File: src/rtl/i2c_target_pkg.sv
// rtl/i2c_target_pkg.sv - shared types and constants for the I2C register-file target
// Contents: FSM state type, transfer direction type, ACK bus level.

package i2c_target_pkg;

  typedef enum logic [3:0] {
    IDLE,
    ADDR,
    ADDR_ACK,
    PTR,
    PTR_ACK,
    WR,
    WR_ACK,
    RD,
    RD_ACK,
    WAIT_STOP
  } i2c_tgt_state_t;

  // Value of the R/W bit that follows the 7-bit target address.
  typedef enum logic {
    WRITE = 1'b0,
    READ  = 1'b1
  } i2c_op_t;

  // Bus level that acknowledges a byte.
  localparam logic I2C_ACK = 1'b0;

endpackage

File: src/rtl/i2c_bus_sync.sv
// rtl/i2c_bus_sync.sv - scl/sda synchronizer with edge, START and STOP detection
// Ports:
//   clk_i, rst_i           system clock, synchronous active-high reset
//   scl_i, sda_i           asynchronous bus pins
//   sda_level              synchronized sda, aligned with the registered events
//   scl_rise, scl_fall     one-cycle scl edge events
//   start_det, stop_det    one-cycle START / STOP events
// Every event appears SYNC_STAGES+1 clk_i cycles after the pin edge.

module i2c_bus_sync #(
  parameter int SYNC_STAGES = 2
) (
  input  logic clk_i,
  input  logic rst_i,
  input  logic scl_i,
  input  logic sda_i,
  output logic sda_level,
  output logic scl_rise,
  output logic scl_fall,
  output logic start_det,
  output logic stop_det
);

  logic [SYNC_STAGES-1:0] scl_sync;
  logic [SYNC_STAGES-1:0] sda_sync;
  logic                   scl_hist;
  logic                   sda_hist;
  logic                   scl_now;
  logic                   sda_now;
  logic                   sda_rise;
  logic                   sda_fall;

  assign scl_now  = scl_sync[SYNC_STAGES-1];
  assign sda_now  = sda_sync[SYNC_STAGES-1];
  assign sda_rise = sda_now & ~sda_hist;
  assign sda_fall = ~sda_now & sda_hist;

  always_ff @(posedge clk_i) begin
    if (rst_i) begin
      // Idle bus is high on both wires, so no edge is seen leaving reset
      // while the bus is idle.
      scl_sync  <= '1;
      sda_sync  <= '1;
      scl_hist  <= 1'b1;
      sda_hist  <= 1'b1;
      sda_level <= 1'b1;
      scl_rise  <= 1'b0;
      scl_fall  <= 1'b0;
      start_det <= 1'b0;
      stop_det  <= 1'b0;
    end else begin
      scl_sync  <= {scl_sync[SYNC_STAGES-2:0], scl_i};
      sda_sync  <= {sda_sync[SYNC_STAGES-2:0], sda_i};
      scl_hist  <= scl_now;
      sda_hist  <= sda_now;
      sda_level <= sda_now;
      scl_rise  <= scl_now & ~scl_hist;
      scl_fall  <= ~scl_now & scl_hist;
      // scl must be high both before and after the sda edge; an sda edge
      // that lands together with scl_rise is therefore plain data.
      start_det <= scl_hist & scl_now & sda_fall;
      stop_det  <= scl_hist & scl_now & sda_rise;
    end
  end

endmodule

File: src/rtl/i2c_target_mem.sv
// rtl/i2c_target_mem.sv - I2C target with an auto-incrementing byte register file
// Ports:
//   clk_i, rst_i     system clock, synchronous active-high reset
//   scl_i, sda_i     asynchronous bus pins (oversampled)
//   sda_o            open-drain drive: 0 pulls low, 1 releases
//   busy_o           addressed transfer in progress (START..STOP)
//   start_o, stop_o  one-cycle pulses on START / repeated START and STOP
//   wr_strobe_o      one-cycle pulse per stored data byte
//   wr_addr_o        register-file index of the stored byte
//   wr_data_o        stored byte

module i2c_target_mem
  import i2c_target_pkg::*;
#(
  parameter int                        I2C_ADDR_WIDTH = 7,
  parameter int                        I2C_DATA_WIDTH = 8,
  parameter logic [I2C_ADDR_WIDTH-1:0] TARGET_ADDR    = 7'h22,
  parameter int                        DEPTH          = 64,
  parameter int                        SYNC_STAGES    = 2
) (
  input  logic                      clk_i,
  input  logic                      rst_i,
  input  logic                      scl_i,
  input  logic                      sda_i,
  output logic                      sda_o,
  output logic                      busy_o,
  output logic                      start_o,
  output logic                      stop_o,
  output logic                      wr_strobe_o,
  output logic [$clog2(DEPTH)-1:0]  wr_addr_o,
  output logic [I2C_DATA_WIDTH-1:0] wr_data_o
);

  localparam int DW = I2C_DATA_WIDTH;
  localparam int PW = $clog2(DEPTH);
  localparam int CW = $clog2(DW + 3);

  // Bit counter milestones: last data bit sampled, ACK slot driven,
  // ACK slot ended, and (reads only) controller ACK sampled.
  localparam logic [CW-1:0] CNT_LAST    = CW'(DW - 1);
  localparam logic [CW-1:0] CNT_ACK     = CW'(DW);
  localparam logic [CW-1:0] CNT_ACK_END = CW'(DW + 1);
  localparam logic [CW-1:0] CNT_NEXT    = CW'(DW + 2);

  logic sda_s;
  logic scl_rise;
  logic scl_fall;
  logic start_det;
  logic stop_det;

  i2c_bus_sync #(
    .SYNC_STAGES (SYNC_STAGES)
  ) u_sync (
    .clk_i     (clk_i),
    .rst_i     (rst_i),
    .scl_i     (scl_i),
    .sda_i     (sda_i),
    .sda_level (sda_s),
    .scl_rise  (scl_rise),
    .scl_fall  (scl_fall),
    .start_det (start_det),
    .stop_det  (stop_det)
  );

  i2c_tgt_state_t state;
  i2c_tgt_state_t state_d;
  logic [CW-1:0]  bit_cnt;
  logic [CW-1:0]  cnt_d;
  logic [DW-1:0]  shreg;
  logic [DW-1:0]  sh_d;
  logic [DW-1:0]  rx_byte;
  logic [PW-1:0]  ptr;
  logic [PW-1:0]  ptr_d;
  i2c_op_t        op;
  i2c_op_t        op_d;
  logic           sda_d;
  logic           busy_d;
  logic           wr_en;
  logic [DW-1:0]  mem [DEPTH];

  // Byte as it stands once the current sda sample is shifted in.
  assign rx_byte = {shreg[DW-2:0], sda_s};

  always_ff @(posedge clk_i) begin
    if (rst_i) begin
      state <= IDLE;
    end else begin
      state <= state_d;
    end
  end

  always_comb begin
    state_d = state;
    cnt_d   = bit_cnt;
    sh_d    = shreg;
    ptr_d   = ptr;
    op_d    = op;
    sda_d   = sda_o;
    busy_d  = busy_o;
    wr_en   = 1'b0;

    if (stop_det) begin
      state_d = IDLE;
      cnt_d   = '0;
      sda_d   = 1'b1;
      busy_d  = 1'b0;
    end else if (start_det) begin
      state_d = ADDR;
      cnt_d   = '0;
      sda_d   = 1'b1;
    end else begin
      case (state)
        ADDR: begin
          if (scl_rise) begin
            sh_d  = rx_byte;
            cnt_d = bit_cnt + CW'(1);
            if (bit_cnt == CNT_LAST) begin
              // shreg already holds the 7 address bits; sda_s is R/W.
              if (shreg[I2C_ADDR_WIDTH-1:0] == TARGET_ADDR) begin
                state_d = ADDR_ACK;
                busy_d  = 1'b1;
                op_d    = i2c_op_t'(sda_s);
              end else begin
                state_d = WAIT_STOP;
                busy_d  = 1'b0;
              end
            end
          end
        end

        ADDR_ACK, PTR_ACK, WR_ACK: begin
          if (scl_fall) begin
            if (bit_cnt == CNT_ACK) begin
              sda_d = I2C_ACK;
              cnt_d = CNT_ACK_END;
            end else if (bit_cnt == CNT_ACK_END) begin
              cnt_d = '0;
              sda_d = 1'b1;
              if (state == ADDR_ACK && op == READ) begin
                // First read bit goes out on the same edge that ends the ACK.
                state_d = RD;
                sh_d    = mem[ptr];
                sda_d   = mem[ptr][DW-1];
              end else if (state == ADDR_ACK) begin
                state_d = PTR;
              end else begin
                state_d = WR;
                if (state == WR_ACK) begin
                  ptr_d = ptr + PW'(1);
                end
              end
            end
          end
        end

        PTR, WR: begin
          if (scl_rise) begin
            sh_d  = rx_byte;
            cnt_d = bit_cnt + CW'(1);
            if (bit_cnt == CNT_LAST) begin
              if (state == PTR) begin
                ptr_d   = rx_byte[PW-1:0];
                state_d = PTR_ACK;
              end else begin
                wr_en   = 1'b1;
                state_d = WR_ACK;
              end
            end
          end
        end

        RD: begin
          if (scl_rise) begin
            cnt_d = bit_cnt + CW'(1);
            if (bit_cnt == CNT_LAST) begin
              state_d = RD_ACK;
            end
          end else if (scl_fall && bit_cnt != '0) begin
            sda_d = shreg[DW-2];
            sh_d  = {shreg[DW-2:0], 1'b0};
          end
        end

        RD_ACK: begin
          if (scl_fall && bit_cnt == CNT_ACK) begin
            sda_d = 1'b1;
            cnt_d = CNT_ACK_END;
          end else if (scl_rise && bit_cnt == CNT_ACK_END) begin
            ptr_d = ptr + PW'(1);
            if (sda_s != I2C_ACK) begin
              state_d = WAIT_STOP;
            end else begin
              cnt_d = CNT_NEXT;
            end
          end else if (scl_fall && bit_cnt == CNT_NEXT) begin
            state_d = RD;
            cnt_d   = '0;
            sh_d    = mem[ptr];
            sda_d   = mem[ptr][DW-1];
          end
        end

        default: begin
          // IDLE and WAIT_STOP only leave on START/STOP.
        end
      endcase
    end
  end

  always_ff @(posedge clk_i) begin
    if (rst_i) begin
      bit_cnt     <= '0;
      shreg       <= '0;
      ptr         <= '0;
      op          <= WRITE;
      sda_o       <= 1'b1;
      busy_o      <= 1'b0;
      start_o     <= 1'b0;
      stop_o      <= 1'b0;
      wr_strobe_o <= 1'b0;
      wr_addr_o   <= '0;
      wr_data_o   <= '0;
      for (int i = 0; i < DEPTH; i++) begin
        mem[i] <= DW'((i + 100) % 256);
      end
    end else begin
      bit_cnt     <= cnt_d;
      shreg       <= sh_d;
      ptr         <= ptr_d;
      op          <= op_d;
      sda_o       <= sda_d;
      busy_o      <= busy_d;
      start_o     <= start_det;
      stop_o      <= stop_det;
      wr_strobe_o <= wr_en;
      if (wr_en) begin
        mem[ptr]  <= rx_byte;
        wr_addr_o <= ptr;
        wr_data_o <= rx_byte;
      end
    end
  end

endmodule

File: config.mk
export PLATFORM = sky130hd
export DESIGN_NAME = i2c_target_mem
export DESIGN_NICKNAME = d
export VERILOG_FILES = /design/src/rtl/i2c_target_pkg.sv /design/src/rtl/i2c_bus_sync.sv /design/src/rtl/i2c_target_mem.sv
export SDC_FILE = /design/constraint.sdc
export NUM_CORES = 1
export LEC_CHECK = 0
export BUFFER_PORTS_ARGS = -buffer_cell sky130_fd_sc_hd__buf_2
export CAP_MARGIN = 20
export CORE_MARGIN = 10
export CORE_UTILIZATION = 40
export DETAILED_ROUTE_END_ITERATION = 10
export GPL_TIMING_DRIVEN = 1
export PLACE_DENSITY = 0.64
export SETUP_SLACK_MARGIN = 0.3
export SLEW_MARGIN = 15
export SYNTH_ARGS = -nofsm -noshare
export SYNTH_HDL_FRONTEND = slang
export SYNTH_SLANG_ARGS = --single-unit
File: constraint.sdc
create_clock -name clk_i -period 3.1 [get_ports clk_i]
set_input_delay 0.465 -clock clk_i [delete_from_list [all_inputs] [get_ports clk_i]]
set_output_delay 0.465 -clock clk_i [all_outputs]
set_load 0.02 [all_outputs]
== Word-level counts from Yosys, hierarchy flattened ==
Memories as Yosys holds them, arrays and structs flattened. A register that Yosys moved wholly into a read port is not among the register bits.
Index checks and enable logic that the tools add are counted.

* Register bits after elaboration: 51
* Latch bits: 0
* Bits in writable memories: 512
* Memory bits (read-only): 0
* Input bits: 4
* Output and inout bits: 19
* Logic and storage cells: 196
* Memories kept: 1

{| class="wikitable"
|+ Memories
! name !! depth !! width !! rd ports !! clocked after Yosys merged registers in !! write ports !! line !! RTL
|-
| mem || 64 || 8 || 1 || 1 || 64 || i2c_target_mem.sv:79 || <nowiki>logic [DW-1:0] mem [DEPTH];</nowiki>
|}

* Add/subtract/negate cells: 2
* $mul: 0
* Divide/modulo/power cells: 0
* Order comparisons: 0
* Equality and inequality tests: 54
* Shift-type cells: 0
* Multiplexer cells: 78
* Bitwise gates (word level): 13
* Reductions and logical operators: 27

{| class="wikitable"
|+ Operators with widths
! operator !! number
|-
| 4-bit two-way mux || 22
|-
| 6-bit two-way mux || 14
|-
| 7-bit two-way mux || 10
|-
| 13-bit AND reduction || 3
|-
| 2-bit inequality test (second input constant) || 16
|-
| 7-bit one-hot mux with 4 select lines || 1
|-
| 1-bit two-way mux || 23
|-
| 3-bit by 2-bit inequality test with 1-bit output (second input constant) || 7
|-
| 4-bit by 3-bit equality test with 1-bit output (second input constant) || 5
|-
| 4-bit one-hot mux with 5 select lines || 1
|-
| 6-bit one-hot mux with 3 select lines || 1
|-
| 4-bit equality test (second input constant) || 4
|-
| 14-bit AND reduction || 1
|-
| 2-bit by 1-bit inequality test with 1-bit output (second input constant) || 6
|-
| 3-bit by 1-bit inequality test with 1-bit output (second input constant) || 4
|-
| 3-bit inequality test (second input constant) || 4
|-
| 4-bit one-hot mux with 3 select lines || 1
|-
| 6-bit AND reduction || 2
|-
| 3-bit nonzero test || 3
|-
| 3-bit OR reduction || 3
|-
| 4-bit by 2-bit equality test with 1-bit output (second input constant) || 2
|-
| 8-bit two-way mux || 1
|-
| 4-bit inequality test (second input constant) || 2
|-
| 4-bit nonzero test || 2
|-
| other kinds (19) || 36
|}

== Longest topological paths before layout ==
* Word-level depth: 12
* Depth in mapped cells: 11
* Mapped depth without buffers: 8

== Cells and area by module ==
A second synthesis with hierarchy kept.

* Cell total of the unflattened synthesis: 1,976
* Area total of the unflattened synthesis: 26,402.8 µm²

{| class="wikitable"
|+ Modules (own cells, without submodules)
! module !! times used !! cells each !! area each (µm²) !! seq. area each (µm²)
|-
| i2c_target_mem || 1 || 1,954 || 26,102.5 || 16,315.6
|-
| i2c_bus_sync || 1 || 22 || 300.3 || 200.2
|}

== Least setup slack after synthesis ==
No wires, ideal clock.

* Path type: flip-flop to flip-flop
* Start point: register bit_cnt[0]
* End point: memory mem[13][0] (netlist name), enable pin
* Library setup time: 375 ps
* Data arrival time: 2,242 ps
* Data required time: 2,725 ps
* Slack: 483 ps
* Cell stages (with the launch flop): 10
* Buffers on the path: 3
* Period minus slack after synthesis: 2,617 ps
* Path through: dfxtp_1 ha_1 and3b_1 and3_2 and3_1 buf_6 nand3_2 buf_2 buf_2 o21bai_1

{| class="wikitable"
|+ RTL lines
! element !! line !! RTL
|-
| start, declared || i2c_target_mem.sv:67 || <nowiki>logic [CW-1:0] bit_cnt;</nowiki>
|-
| start signal, assigned || i2c_target_mem.sv:227 || <nowiki>bit_cnt <= cnt_d;</nowiki>
|-
| end, declared || i2c_target_mem.sv:79 ||
|}

==> out/results.ini <==
[logic_synthesis]
synth_nets=2082
ys_types=76
avgSynthCellArea_sq_um=12.8
ys_seq_area_share_pct=62.0
synthFlopType=edfxtp_1
netlist_instances=2073
async_reset_ff_share_pct=0
synth_edf_count=512
synth_seq_cells=569
synth_area_sq_mm=0.0266
synth_warnings=0

[placement]
dp_hpwl_um=47600
io_buffers=22
place.gp.congestion=0.887
dpl_cell_area_sq_mm=0.0279

[final_layout]
diodes=0
layout-drive-gt1-share_pct=19.2
syn_to_final_growth_pct=12.3
fin_util_pct=45.4
post-route-cell-area_sq_mm=0.0299
seq_area_sq_mm=0.0165
num-nets-final=2077
layout_common_cells=edfxtp_1, nand2_1, or3_1
multi_input_area_sq_mm=0.00927
fillCellCount=5836
final_common_cell=edfxtp_1

[clock_network]
clockBufferDepth=3
cts_made_buffers=57
path_clk_slew_ns=0.06
cts.sinks=569
postCtsHoldBufs=0
clk_latency_ns=0.62
clock-root-buffer=clkbuf_16
cts_tree=yes
htree_levels=2

[status]
status=completed

[floorplanning]
placementRows=94
core_sq_mm=0.0659
initial_core_util_pct=40.4
dieArea_sq_mm=0.0773
die_height_um=278
die_w_um=278
num_io_pins=23

[timing]
timing.fmax_ghz=0.366
fin_crit_ns=2.74
clock_skew_ns=0.0233
rsz0062_at_grt=yes
hold_ws_ns=0.0380
max_slew_margin_pct=35.6
hold_viol=0
tns_ns=0
min_period_over_period_pct=88.2
setup_violations=0
slew_violations=0
worst_pin_slew_ns=0.966

[setup_path]
criticalPathCategory=flop to flop
critPathCaptureType=flop
required_ns=3.45
cp-start-kind=flop
crit_fanout=10
arrival_ns=3.09

[power]
p_per_area_mw_per_mm2=578
power_mw=17.3
worst_ir_drop_vdd_mv=0.441
p_leak_nw=8.77

[grt]
grt_pass1_vias=17200
grt_pass1_wl_um=109000
grt_max_degree=69
overflow=0
grt_antenna_before_repair=0
grt_usage_pct=18.3

[route]
drtIter0Drc=1863
vias=17600
drc=0
firstDrtPassIters=5
wl_per_cell_um=24.6
vias_per_cell=5.90
ant_nets=0
finalWirelength_um=73100

[worst_hold_path]
hold_path.class=input pin to flop

[flow_run]
timing.max_cap.violations=0

synth_stat cells (3+ instances only):
library cell  count  share of area (%)
a21o_1            4               0.11
a22oi_1          64                1.8
or3_1           132                3.1
ha_1              5               0.23
inv_1            12               0.17
buf_1             6              0.085
buf_6             5               0.21
a211oi_1         10               0.28
nor2_1          108                1.5
dfxtp_1          57                4.3
clkbuf_1        132                1.9
and2_1          119                2.8
buf_2            49               0.92
nand4_1          13               0.31
a31oi_1          16               0.38
edfxtp_1        512                 58
nor2b_1           9               0.21
o21ai_0          12               0.23
buf_4            10               0.28
o21bai_1          8               0.23
a221oi_1          7               0.23
o31ai_1           4               0.11
nor3b_1           7               0.20
and3_1           25               0.59
mux4_2           79                6.7
nand2_1         198                2.8
nor3_1          111                2.1
mux2i_1         129                4.9
o21ba_2           3               0.11
nand3_2           3               0.11
nand2b_1         14               0.33
a21oi_1          40               0.75
nand3b_1          7               0.20
or2_2            59                1.4
o211ai_1          3              0.085
nand3_1          44               0.83
state kept, by name, summed over array words and instances (netlist names), named ones only:
register	flops
u_sync.scl_fall	1
state	4
wr_strobe_o	1
op	1
bit_cnt	4
u_sync.start_det	1
u_sync.sda_sync	2
u_sync.scl_sync	2
wr_data_o	8
start_o	1
mem	512
stop_o	1
shreg	7
u_sync.stop_det	1
wr_addr_o	6
u_sync.scl_rise	1
ptr	6
u_sync.sda_level	1
u_sync.scl_hist	1
sda_o	1
busy_o	1
cell families (layout without fill, tap and decap cells):
group,count (synthesis),count (layout),share of synthesized area (%)
AO/OA/AOI/OAI,198,198,5.16
XOR/XNOR,1,1,0.0329
adder cells (fa/ha/maj),5,5,0.235
buffers and inverters,216,253,3.56
flip-flops,569,569,62.0
multiplexers,208,208,11.5
AND/OR/NAND/NOR,876,877,17.4
per-stage QoR:
stage	std cells	setup WS [ns]
after floorplan	2073	0.483
after global placement	2871	0.270
after detailed placement	2871	0.178
after CTS	2974	0.280
after global routing	2975	0.295
final	2975	0.364
per-layer routing:
metal  GRT usage [%]  vias up  part of all wire (%)  wire length, um
li1                -     7737                     -                -
met1            23.3     8919                    40            29100
met2            30.9      761                    49            35700
met3            3.75      138                   8.1             5930
met4            5.99        0                   3.3             2390
met5               0        -                     0                0
worst max-delay path, stage by stage, from the launching register on:
cell,delay [ns]
dfxtp_1,0.40
ha_1,0.22
and3b_1,0.21
and3_2,0.23
and3_4,0.26
buf_4,0.22
nand4_4,0.26
buf_4,0.28
or3_1,0.36
report_power, final:
group          leakage (nW)  internal (mW)  switching, mW
Combinational          3.03          0.455           1.28
Clock                 0.903           4.03           2.93
Sequential             4.84           8.47          0.109
Total                  8.77           13.0           4.31
final cells by class:
type / count / area share (%)
clock buffer: 67 / 5.04
clock inverter: 35 / 1.19
inverter: 14 / 0.176
multi-input combinational: 1289 / 31.0
sequential: 569 / 55.3
tap: 864 / 3.62
timing repair buffer: 137 / 3.68
worst paths after layout:
kind	end	startpoint	slack, ns	cells past startpoint
worst max-delay path	mem[44][4]	bit_cnt[1]	0.36	8
worst min-delay path	u_sync.sda_sync[0]	sda_i	0.04	2
worst max register to register	mem[44][4]	bit_cnt[1]	0.36	8
worst min register to register	u_sync.scl_sync[1]	u_sync.scl_sync[0]	0.41	1
what timing repair did:
| item | in CTS | in global routing |
|---|---|---|
| resized for setup | 7 | 22 |
| hold endpoints to repair | 0 | 0 |
| pin swaps | 1 | 1 |
| cloned | 1 | 0 |
| setup endpoints to repair | 199 | 402 |
| setup buffers | 0 | 1 |
Note: power is estimated with default switching activity, not from simulation.
